## src/rtl/switch_debounce.sv

```systemverilog
// Slide-switch conditioner: per-bit 2-FF synchronizer followed by a stability
// counter, with registered rise/fall/any-change strobes.
module switch_debounce #(
  parameter int WIDTH   = 8,
  parameter int CNT_MAX = 1000000
) (
  input  logic             clk,
  input  logic             rst_n,
  input  logic [WIDTH-1:0] switch,
  output logic [WIDTH-1:0] switch_db,
  output logic [WIDTH-1:0] sw_rise,
  output logic [WIDTH-1:0] sw_fall,
  output logic             sw_changed
);

  //  state      | meaning
  //  ST_STABLE  | synchronized input agrees with switch_db, counter idle at 0
  //  ST_PENDING | input disagrees; counter holds consecutive disagreeing cycles

  localparam int               CNT_W    = $clog2(CNT_MAX + 1);
  localparam logic [CNT_W-1:0] CNT_LAST = CNT_W'(CNT_MAX - 1);
  localparam logic [CNT_W-1:0] CNT_ONE  = CNT_W'(1);

  typedef enum logic {
    ST_STABLE  = 1'b0,
    ST_PENDING = 1'b1
  } state_e;

  logic [WIDTH-1:0] sync1_q;
  logic [WIDTH-1:0] sync2_q;
  logic [WIDTH-1:0] db_q;
  logic [WIDTH-1:0] db_d;
  logic [WIDTH-1:0] rise_q;
  logic [WIDTH-1:0] rise_d;
  logic [WIDTH-1:0] fall_q;
  logic [WIDTH-1:0] fall_d;
  logic             changed_q;
  logic             changed_d;
  state_e           state_q [WIDTH];
  state_e           state_d [WIDTH];
  logic [CNT_W-1:0] cnt_q   [WIDTH];
  logic [CNT_W-1:0] cnt_d   [WIDTH];

  always_ff @(posedge clk) begin
    if (!rst_n) begin
      sync1_q   <= '0;
      sync2_q   <= '0;
      db_q      <= '0;
      rise_q    <= '0;
      fall_q    <= '0;
      changed_q <= 1'b0;
      for (int i = 0; i < WIDTH; i++) begin
        state_q[i] <= ST_STABLE;
        cnt_q[i]   <= '0;
      end
    end else begin
      sync1_q   <= switch;
      sync2_q   <= sync1_q;
      db_q      <= db_d;
      rise_q    <= rise_d;
      fall_q    <= fall_d;
      changed_q <= changed_d;
      for (int i = 0; i < WIDTH; i++) begin
        state_q[i] <= state_d[i];
        cnt_q[i]   <= cnt_d[i];
      end
    end
  end

  always_comb begin
    db_d    = db_q;
    state_d = state_q;
    cnt_d   = cnt_q;
    for (int i = 0; i < WIDTH; i++) begin
      case (state_q[i])
        ST_STABLE: begin
          if (sync2_q[i] != db_q[i]) begin
            // A one-cycle stability requirement commits on the first disagreement.
            if (CNT_MAX == 1) begin
              db_d[i] = sync2_q[i];
            end else begin
              state_d[i] = ST_PENDING;
              cnt_d[i]   = CNT_ONE;
            end
          end
        end
        ST_PENDING: begin
          if (sync2_q[i] == db_q[i]) begin
            state_d[i] = ST_STABLE;
            cnt_d[i]   = '0;
          end else if (cnt_q[i] == CNT_LAST) begin
            db_d[i]    = sync2_q[i];
            state_d[i] = ST_STABLE;
            cnt_d[i]   = '0;
          end else begin
            cnt_d[i] = cnt_q[i] + CNT_ONE;
          end
        end
        default: begin
          state_d[i] = ST_STABLE;
          cnt_d[i]   = '0;
        end
      endcase
    end
    rise_d    = db_d & ~db_q;
    fall_d    = ~db_d & db_q;
    changed_d = |(rise_d | fall_d);
  end

  assign switch_db  = db_q;
  assign sw_rise    = rise_q;
  assign sw_fall    = fall_q;
  assign sw_changed = changed_q;

endmodule

```

## config.mk

```make
export PLATFORM = sky130hd
export DESIGN_NAME = switch_debounce
export DESIGN_NICKNAME = d
export VERILOG_FILES = /design/src/rtl/switch_debounce.sv
export SDC_FILE = /design/constraint.sdc
export NUM_CORES = 1
export LEC_CHECK = 0
export CORE_MARGIN = 1.5
export CORE_UTILIZATION = 45
export CTS_CLUSTER_DIAMETER = 80
export DETAILED_ROUTE_END_ITERATION = 8
export GPL_TIMING_DRIVEN = 1
export MAX_ROUTING_LAYER = met4
export PLACE_DENSITY = 0.61
export SLEW_MARGIN = 20
export SYNTH_ARGS = -nofsm -noshare
export SYNTH_HDL_FRONTEND = slang
export SYNTH_SLANG_ARGS = --single-unit
```

## constraint.sdc

```tcl
create_clock -name clk -period 2.2 [get_ports clk]
set_clock_uncertainty 0.2 [all_clocks]
set_input_delay 0.44 -clock clk [delete_from_list [all_inputs] [get_ports clk]]
set_output_delay 0.44 -clock clk [all_outputs]
set_load 0.01 [all_outputs]
```

==> Implementation_results.wiki, run 1 <==
{| class="wikitable"
! Metric !! Value
|-
| Result of the run || complete, but fails checks
|-
| Violated checks || setup timing
|-
| Number of sinks handled by clock tree synthesis || 209
|-
| Pre-Repair DR Iteration Count || 5
|-
| Post-Synthesis Net Count || 1,274
|-
| Relative max-transition margin || 31.4%
|-
| Share of post-route cells with drive strength above 1 || 24.9%
|-
| Signed area change from the synthesized netlist to the final layout || 35.8%
|-
| Number of setup violations in the final report || 6
|-
| Maximum net fanout on the critical path || 2
|-
| Chip Width || 154 um
|-
| Starting density of the core || 45.6%
|-
| Antenna viol nets, final || 0
|-
| Maximum number of pins on one net before global-route repair || 63
|-
| Clock Latency Late Sink || 0.53 ns
|-
| Number of warnings issued by yosys || 0
|-
| Quantity of I/O buffers inserted on ports || 34
|-
| Critical path's most frequent cell || sky130_fd_sc_hd__nor2_1
|-
| Worst Path Required || 2.41 ns
|-
| Number of core rows || 55
|-
| Parity-gate share of the synthesized area counting xor and xnor cells || 2.30%
|-
| Final number of hold-violating endpoints || 0
|-
| Mapped Cells || 1,240
|-
| Final Routed Wirelength || 26.6 mm
|-
| GRT overflow || 0
|-
| Number of H-tree levels || 1
|-
| Via count || 10.2k
|-
| Area of the die || 0.0238 mm^2
|-
| Via count of the first global-routing pass || 9,568
|-
| Minimum setup slack after placement || -0.290 ns
|-
| Diode insertion count for antenna repair || 0
|-
| Type of the worst min-delay path || reg -> reg
|-
| Die height || 154 um
|-
| Clock tree from TritonCTS || built
|-
| RSZ-0062 raised after global routing || true
|-
| Crit path cell chain || or4_4 > nor4_4 > nand3_1 > mux2i_1 > inv_1 > ha_4 > nand4_1 > nor2_1 > nor2_1
|-
| Proportion of synthesized flip-flops having asynchronous set or reset || 0%
|-
| Last weighted congestion value of the routability-driven placer || 0.860
|-
| Placed instance area || 0.0126 mm^2
|-
| Sum of negative setup slack || -0.305 ns
|-
| Dominant register cell in the synthesized netlist || sky130_fd_sc_hd__dfxtp_1
|-
| Routed wire per std cell || 14.6 um
|-
| Compound-Gate Fraction of Synth Area || 19.3%
|-
| Number of buffers on the longest clock path || 3
|-
| Core region area || 0.0226 mm^2
|-
| Final worst path period need || 2.35 ns
|-
| Max incr delay on CP || 0.53 ns
|-
| Mean instance size in the synthesized netlist || 8.31 um^2
|-
| Final Instance Area || 0.0140 mm^2
|-
| Worst-Margin Slew || 1.02 ns
|-
| Proportion of synthesized chip area in sequential cells || 40.6%
|-
| Largest voltage drop on the vdd net || 0.000546 V
|-
| Final routed DRC violation total || 0
|-
| Sort of element at the end of the critical path || flop
|-
| Power density over the cells || 586 mW/mm^2
|-
| Slew Limit Fails || 0
|-
| Number of max-capacitance violations reported || 0
|-
| Setup slack of the critical path after layout || -0.150 ns
|-
| Startpoint-to-endpoint class of the critical path || reg -> reg
|-
| Synth cell types || 68
|-
| Adder-cell share of the synthesized area || 2.92%
|-
| Achievable Freq || 0.426 GHz
|-
| Type of origin of the critical path || flop
|-
| Post-layout nets || 1,549
|-
| Highest-delay cell along the critical path || sky130_fd_sc_hd__or4_4
|-
| Number of violations reported at the end of detailed-routing iteration 0 || 557
|-
| Static Leakage || 5.54 nW
|-
| Wire length of the first global-routing pass || 44.8 mm
|-
| Cts bufs inserted || 25
|-
| Multiplexer share of the synthesized area || 1.36%
|-
| Total standard cell area after synthesis || 0.0103 mm^2
|-
| I/O pin count || 35
|-
| Dominant combinational cell family by area after synthesis || simple AND/OR/NAND/NOR gates
|-
| Fraction of the mapped netlist area in simple logic gates || 29.8%
|-
| Clock transition at path regs || 0.06 ns
|-
| Period utilization || 107%
|-
| Post-DP HPWL || 18.5 mm
|-
| Number of antenna violations at the first check in global routing || 0
|-
| Number of fill cells || 1,968
|-
| GRT Resource Usage Total || 22.8%
|-
| Detailed-route vias per instance || 5.60
|-
| FF+latch count, synth || 209
|-
| CTS root buffer || sky130_fd_sc_hd__clkbuf_16
|-
| Data arrival time of the critical path || 2.56 ns
|-
| Post-synth EDFFs || 0
|}
[cell usage after synthesis, types with 8 or more instances]
cell type	number	share of area [%]
sky130_fd_sc_hd__or3_1	9	0.55
sky130_fd_sc_hd__mux2i_1	14	1.4
sky130_fd_sc_hd__nand3_1	88	4.3
sky130_fd_sc_hd__nand2_1	125	4.6
sky130_fd_sc_hd__inv_1	44	1.6
sky130_fd_sc_hd__a21oi_1	101	4.9
sky130_fd_sc_hd__a31oi_1	55	3.3
sky130_fd_sc_hd__dfxtp_1	209	41
sky130_fd_sc_hd__a22o_1	14	1.2
sky130_fd_sc_hd__a21o_1	8	0.58
sky130_fd_sc_hd__clkbuf_1	21	0.77
sky130_fd_sc_hd__xnor2_1	10	0.85
sky130_fd_sc_hd__a22oi_1	12	0.87
sky130_fd_sc_hd__nand4_1	41	2.5
sky130_fd_sc_hd__nand2b_1	16	0.97
sky130_fd_sc_hd__xor2_1	17	1.4
sky130_fd_sc_hd__buf_2	11	0.53
sky130_fd_sc_hd__nand3b_1	11	0.80
sky130_fd_sc_hd__ha_1	24	2.9
sky130_fd_sc_hd__nor4_1	19	1.2
sky130_fd_sc_hd__nor2_1	98	3.6
sky130_fd_sc_hd__o21ai_0	60	2.9
sky130_fd_sc_hd__nor3_1	35	1.7
sky130_fd_sc_hd__and3_1	37	2.2
sky130_fd_sc_hd__and2_1	36	2.2
sky130_fd_sc_hd__a41oi_1	8	0.68
[final timing paths]
check        slack (ns)  cells past startpoint       start         end
max reg2reg       -0.15                      9   cnt_q[31]  sw_changed
min reg2reg        0.23                      1  sync1_q[1]  sync2_q[1]
min                0.23                      1  sync1_q[1]  sync2_q[1]
max               -0.15                      9   cnt_q[31]  sw_changed
[stage by stage]
step                      util, %  std cells  hold slack [ns]  total power, mW
final                        61.9       1817            0.235             8.19
after global routing         61.9       1817            0.251             8.46
after CTS                    60.3       1809            0.236             8.28
after detailed placement     56.0       1756            0.222             4.19
after global placement       56.0       1756            0.218             4.19
after floorplan                 -       1240            0.212             4.06
[routing by layer]
layer	global-route usage [%]	part of all wire [%]	up-vias
met1	29.2	46	4778
met2	38.5	47	213
met5	-	0	-
li1	-	-	5146
met3	2.66	4.5	47
met4	5.95	2.5	0
[registers in the layout, summed over array words and instances, names as in the netlist]
signal,flops
sw_changed,1
sync2_q,8
sync1_q,8
cnt_q,160
switch_db,8
state_q,8
sw_rise,8
sw_fall,8
[worst max-delay path, delay by kind of cell, from the launching register on]
family | cells | cell delay, ns
adder cells (fa/ha/maj) | 1 | 0.26
buffers and inverters | 1 | 0.10
flip-flops | 1 | 0.32
multiplexers | 1 | 0.21
AND/OR/NAND/NOR | 6 | 1.15
[what timing repair did]
item	CTS	global route
hold buffers	0	0
pin swaps	17	38
setup endpoints to repair	36	90
cloned	1	2
resized for setup	22	65
endpoints found under the hold margin	0	0
setup buffers	8	8
[where the power goes]
group | switching, mW | internal, mW
logic | 0.176 | 0.113
registers | 0.0164 | 3.81
clock network | 1.60 | 2.48
[layout by cell type, fill, tap and decap left out, drive strengths merged, types with 4 or more instances in the layout]
| master | count |
|---|---|
| buf | 254 |
| dfxtp | 209 |
| nand2 | 125 |
| a21oi | 102 |
| nor2 | 98 |
| nand3 | 88 |
| o21ai | 60 |
| a31oi | 55 |
| inv | 45 |
| nand4 | 41 |
| and3 | 37 |
| nor3 | 37 |
| and2 | 36 |
| clkbuf | 34 |
| clkdlybuf4s50 | 28 |
| nor4 | 26 |
| ha | 24 |
| xor2 | 17 |
| nand2b | 16 |
| a22o | 14 |
| mux2i | 14 |
| a22oi | 12 |
| a211oi | 12 |
| nand3b | 11 |
| xnor2 | 10 |
| or3 | 9 |
| a21o | 8 |
| or4b | 8 |
| a41oi | 8 |
| a221o | 7 |
| nand4b | 6 |
| clkinv | 6 |
| nor4b | 6 |
| and4 | 5 |
| o2bb2ai | 5 |
| o22ai | 4 |
| o31ai | 4 |
[logic make-up after synthesis]
| group | Yosys count |
|---|---|
| XOR/XNOR | 27 |
| buffers and inverters | 85 |
| flip-flops | 209 |
| adder cells (fa/ha/maj) | 24 |
| AND/OR/NAND/NOR | 569 |
| AO/OA/AOI/OAI | 312 |
| multiplexers | 14 |
[cell type report]
type	instances	area, um^2	area share, %
Clock inverter	10	106	0.761
Inverter	44	165	1.18
Timing Repair Buffer	287	2340	16.8
Clock buffer	34	709	5.07
Sequential cell	209	4200	30.0
Tap cell	285	357	2.55
Multi-Input combinational cell	948	6100	43.6
No activity file was read; power rests on OpenSTA's default activity.
==> run 2: changes to the inputs <==
--- a/config.mk
+++ b/config.mk
@@ -5,7 +5,7 @@
 export SDC_FILE = /design/constraint.sdc
 export NUM_CORES = 1
 export LEC_CHECK = 0
-export CORE_MARGIN = 1.5
+export CORE_ASPECT_RATIO = 0.7
 export CORE_UTILIZATION = 45
 export CTS_CLUSTER_DIAMETER = 80
 export DETAILED_ROUTE_END_ITERATION = 8
==> Implementation_results.wiki, run 2 (same netlist as run 1, synthesis figures left out) <==
{| class="wikitable"
! Metric !! Value
|-
| Result of the run || complete, but fails checks
|-
| Violated checks || setup timing
|-
| Number of antenna violations at the first check in global routing || 0 (unchanged)
|-
| Relative max-transition margin || 28.6% (-2.8 points)
|-
| Number of buffers on the longest clock path || 3 (unchanged)
|-
| Number of H-tree levels || 1 (unchanged)
|-
| Power density over the cells || 539 mW/mm^2 (-8.1%)
|-
| Antenna viol nets, final || 0 (unchanged)
|-
| Worst Path Required || 2.39 ns (-0.02 ns)
|-
| Data arrival time of the critical path || 2.61 ns (+0.05 ns)
|-
| Max incr delay on CP || 0.55 ns (+0.02 ns)
|-
| GRT overflow || 0 (unchanged)
|-
| Number of setup violations in the final report || 20 (+14)
|-
| Core region area || 0.0221 mm^2 (-2.2%)
|-
| Number of sinks handled by clock tree synthesis || 209 (unchanged)
|-
| Minimum setup slack after placement || -0.326 ns (-0.0368 ns)
|-
| Detailed-route vias per instance || 5.59 (-0.22%)
|-
| Number of standard cells in the final layout excluding fillers || 1,845 (+1.5%)
|-
| Highest-delay cell along the critical path || sky130_fd_sc_hd__or4_4
|-
| Type of origin of the critical path || flop
|-
| Hold_ws || 0.230 ns (-0.00504 ns)
|-
| Critical path's most frequent cell || sky130_fd_sc_hd__nor2_1
|-
| Launching instance or port of the critical path || cnt_q[26]
|-
| Chip Width || 183 um (+18%)
|-
| Clock Latency Late Sink || 0.50 ns (-0.03 ns)
|-
| Via count || 10.3k (+1.3%)
|-
| Maximum number of pins on one net before global-route repair || 47 (-25%)
|-
| Crit Reg-Reg Startpoint || cnt_q[26]
|-
| Number of max-capacitance violations reported || 0 (unchanged)
|-
| Final worst path period need || 2.42 ns (+0.0686 ns)
|-
| RSZ-0062 raised after global routing || true
|-
| Finished Core Util || 65.2% (+3.3 points)
|-
| Routed wire per std cell || 15.2 um (+4.0%)
|-
| Setup slack of the critical path after layout || -0.219 ns (-0.0686 ns)
|-
| Hold path startpoint || rst_n
|-
| Post-layout nets || 1,559 (+0.65%)
|-
| Period utilization || 110% (+3.1 points)
|-
| Register bank with the most flops || cnt_q
|-
| Type of the worst min-delay path || in -> reg
|-
| Last weighted congestion value of the routability-driven placer || 0.872 (+1.5%)
|-
| GRT Resource Usage Total || 23.3% (+0.50 points)
|-
| Number of fill cells || 1,884 (-4.3%)
|-
| Post-DP HPWL || 19.2 mm (+4.0%)
|-
| Sort of element at the end of the critical path || flop
|-
| Slew Limit Fails || 0 (unchanged)
|-
| Maximum net fanout on the critical path || 2 (unchanged)
|-
| Achievable Freq || 0.413 GHz (-2.8%)
|-
| Signed area change from the synthesized netlist to the final layout || 39.8%
|-
| Cells after DPL || 1,778 (+1.3%)
|-
| Final number of hold-violating endpoints || 0 (unchanged)
|-
| Diode insertion count for antenna repair || 0 (unchanged)
|-
| Area of the die || 0.0235 mm^2 (-1.3%)
|-
| Startpoint-to-endpoint class of the critical path || reg -> reg
|-
| Static Leakage || 5.65 nW (+2.0%)
|-
| Share of post-route cells with drive strength above 1 || 29.0% (+4.2 points)
|-
| Die height || 129 um (-17%)
|-
| Wire length of the first global-routing pass || 44.3 mm (-1.1%)
|-
| Number of violations reported at the end of detailed-routing iteration 0 || 786 (+41%)
|-
| Crit path cell chain || or4_4 > nor4_4 > nand3_2 > mux2i_1 > inv_1 > ha_1 > nand4_1 > nor2_1 > nor2_1
|-
| Final Routed Wirelength || 28.1 mm (+5.6%)
|-
| Via count of the first global-routing pass || 8,928 (-6.7%)
|-
| CTS root buffer || sky130_fd_sc_hd__clkbuf_16
|-
| Final routed DRC violation total || 0 (unchanged)
|-
| Commonest non-fill, non-tap cells in the layout || 243 x sky130_fd_sc_hd__buf_4, 190 x sky130_fd_sc_hd__dfxtp_1, 121 x sky130_fd_sc_hd__nand2_1, 94 x sky130_fd_sc_hd__nor2_1
|-
| Starting density of the core || 46.7% (+1.0 points)
|-
| Max reg flops || 160 (unchanged)
|-
| Quantity of I/O buffers inserted on ports || 34 (unchanged)
|-
| Cts bufs inserted || 22 (-12%)
|-
| Clock transition at path regs || 0.06 ns (about the same)
|-
| Clock tree from TritonCTS || built
|-
| Largest voltage drop on the vdd net || 0.000469 V (-14%)
|-
| Most common library cell in the layout ignoring fill and taps || sky130_fd_sc_hd__buf_4
|-
| Number of core rows || 45 (-18%)
|-
| I/O pin count || 35 (unchanged)
|-
| Pre-Repair DR Iteration Count || 5 (unchanged)
|-
| Worst-Margin Slew || 1.06 ns (+0.0416 ns)
|}
[run 2: per-layer routing]
layer / up-vias / GRT usage (%) / part of all wire [%]
li1: 5175 / - / -
met1: 4851 / 35.8 / 52
met2: 253 / 31.7 / 41
met3: 39 / 3.26 / 5.1
met4: 0 / 5.00 / 1.4
met5: - / - / 0
[run 2: worst paths after layout]
path	end	slack (ns)	depth (start not counted)
setup reg to reg	sw_changed	-0.22	9
hold / removal	switch_db[7]	0.23	4
hold reg to reg	sync2_q[5]	0.23	1
setup / recovery	sw_changed	-0.22	9
[run 2: layout make-up]
class / count / area (um^2) / share of cell area [%]
multi-input combinational: 948 / 6400 / 44.4
sequential: 209 / 4210 / 29.2
timing repair buffer: 300 / 2540 / 17.6
clock buffer: 36 / 694 / 4.82
tap: 305 / 382 / 2.65
inverter: 44 / 165 / 1.15
clock inverter: 3 / 15.0 / 0.104
[run 2: report_power, final]
| group | internal, mW | switching [mW] |
|---|---|---|
| combinational | 0.113 | 0.188 |
| sequential | 3.81 | 0.0179 |
| clock | 2.14 | 1.48 |
| total | 6.07 | 1.69 |
[run 2: critical path: cells and delay by family, from the launching register on]
family / cells / cell delay (ns)
DFF: 1 / 0.31
buffers and inverters: 1 / 0.07
and+or+nand+nor: 6 / 1.23
muxes: 1 / 0.23
adders and majority gates: 1 / 0.28
[run 2: per-stage QoR]
step | power (mW) | area [um^2] | setup TNS, ns
floorplan | 4.06 | 10300 | -0.214
global placement | 4.18 | 12700 | -2.56
detailed placement | 4.18 | 12700 | -2.41
CTS | 7.82 | 13600 | -0.883
global route | 8.04 | 14400 | -3.10
finish | 7.76 | 14400 | -0.817
[run 2: what timing repair did]
action,4_1_cts,5_1_grt
hold buffers,0,0
cloned,2,3
buffers inserted,11,16
pin swaps,18,53
resized for setup,31,148
endpoints found under the setup margin,43,111
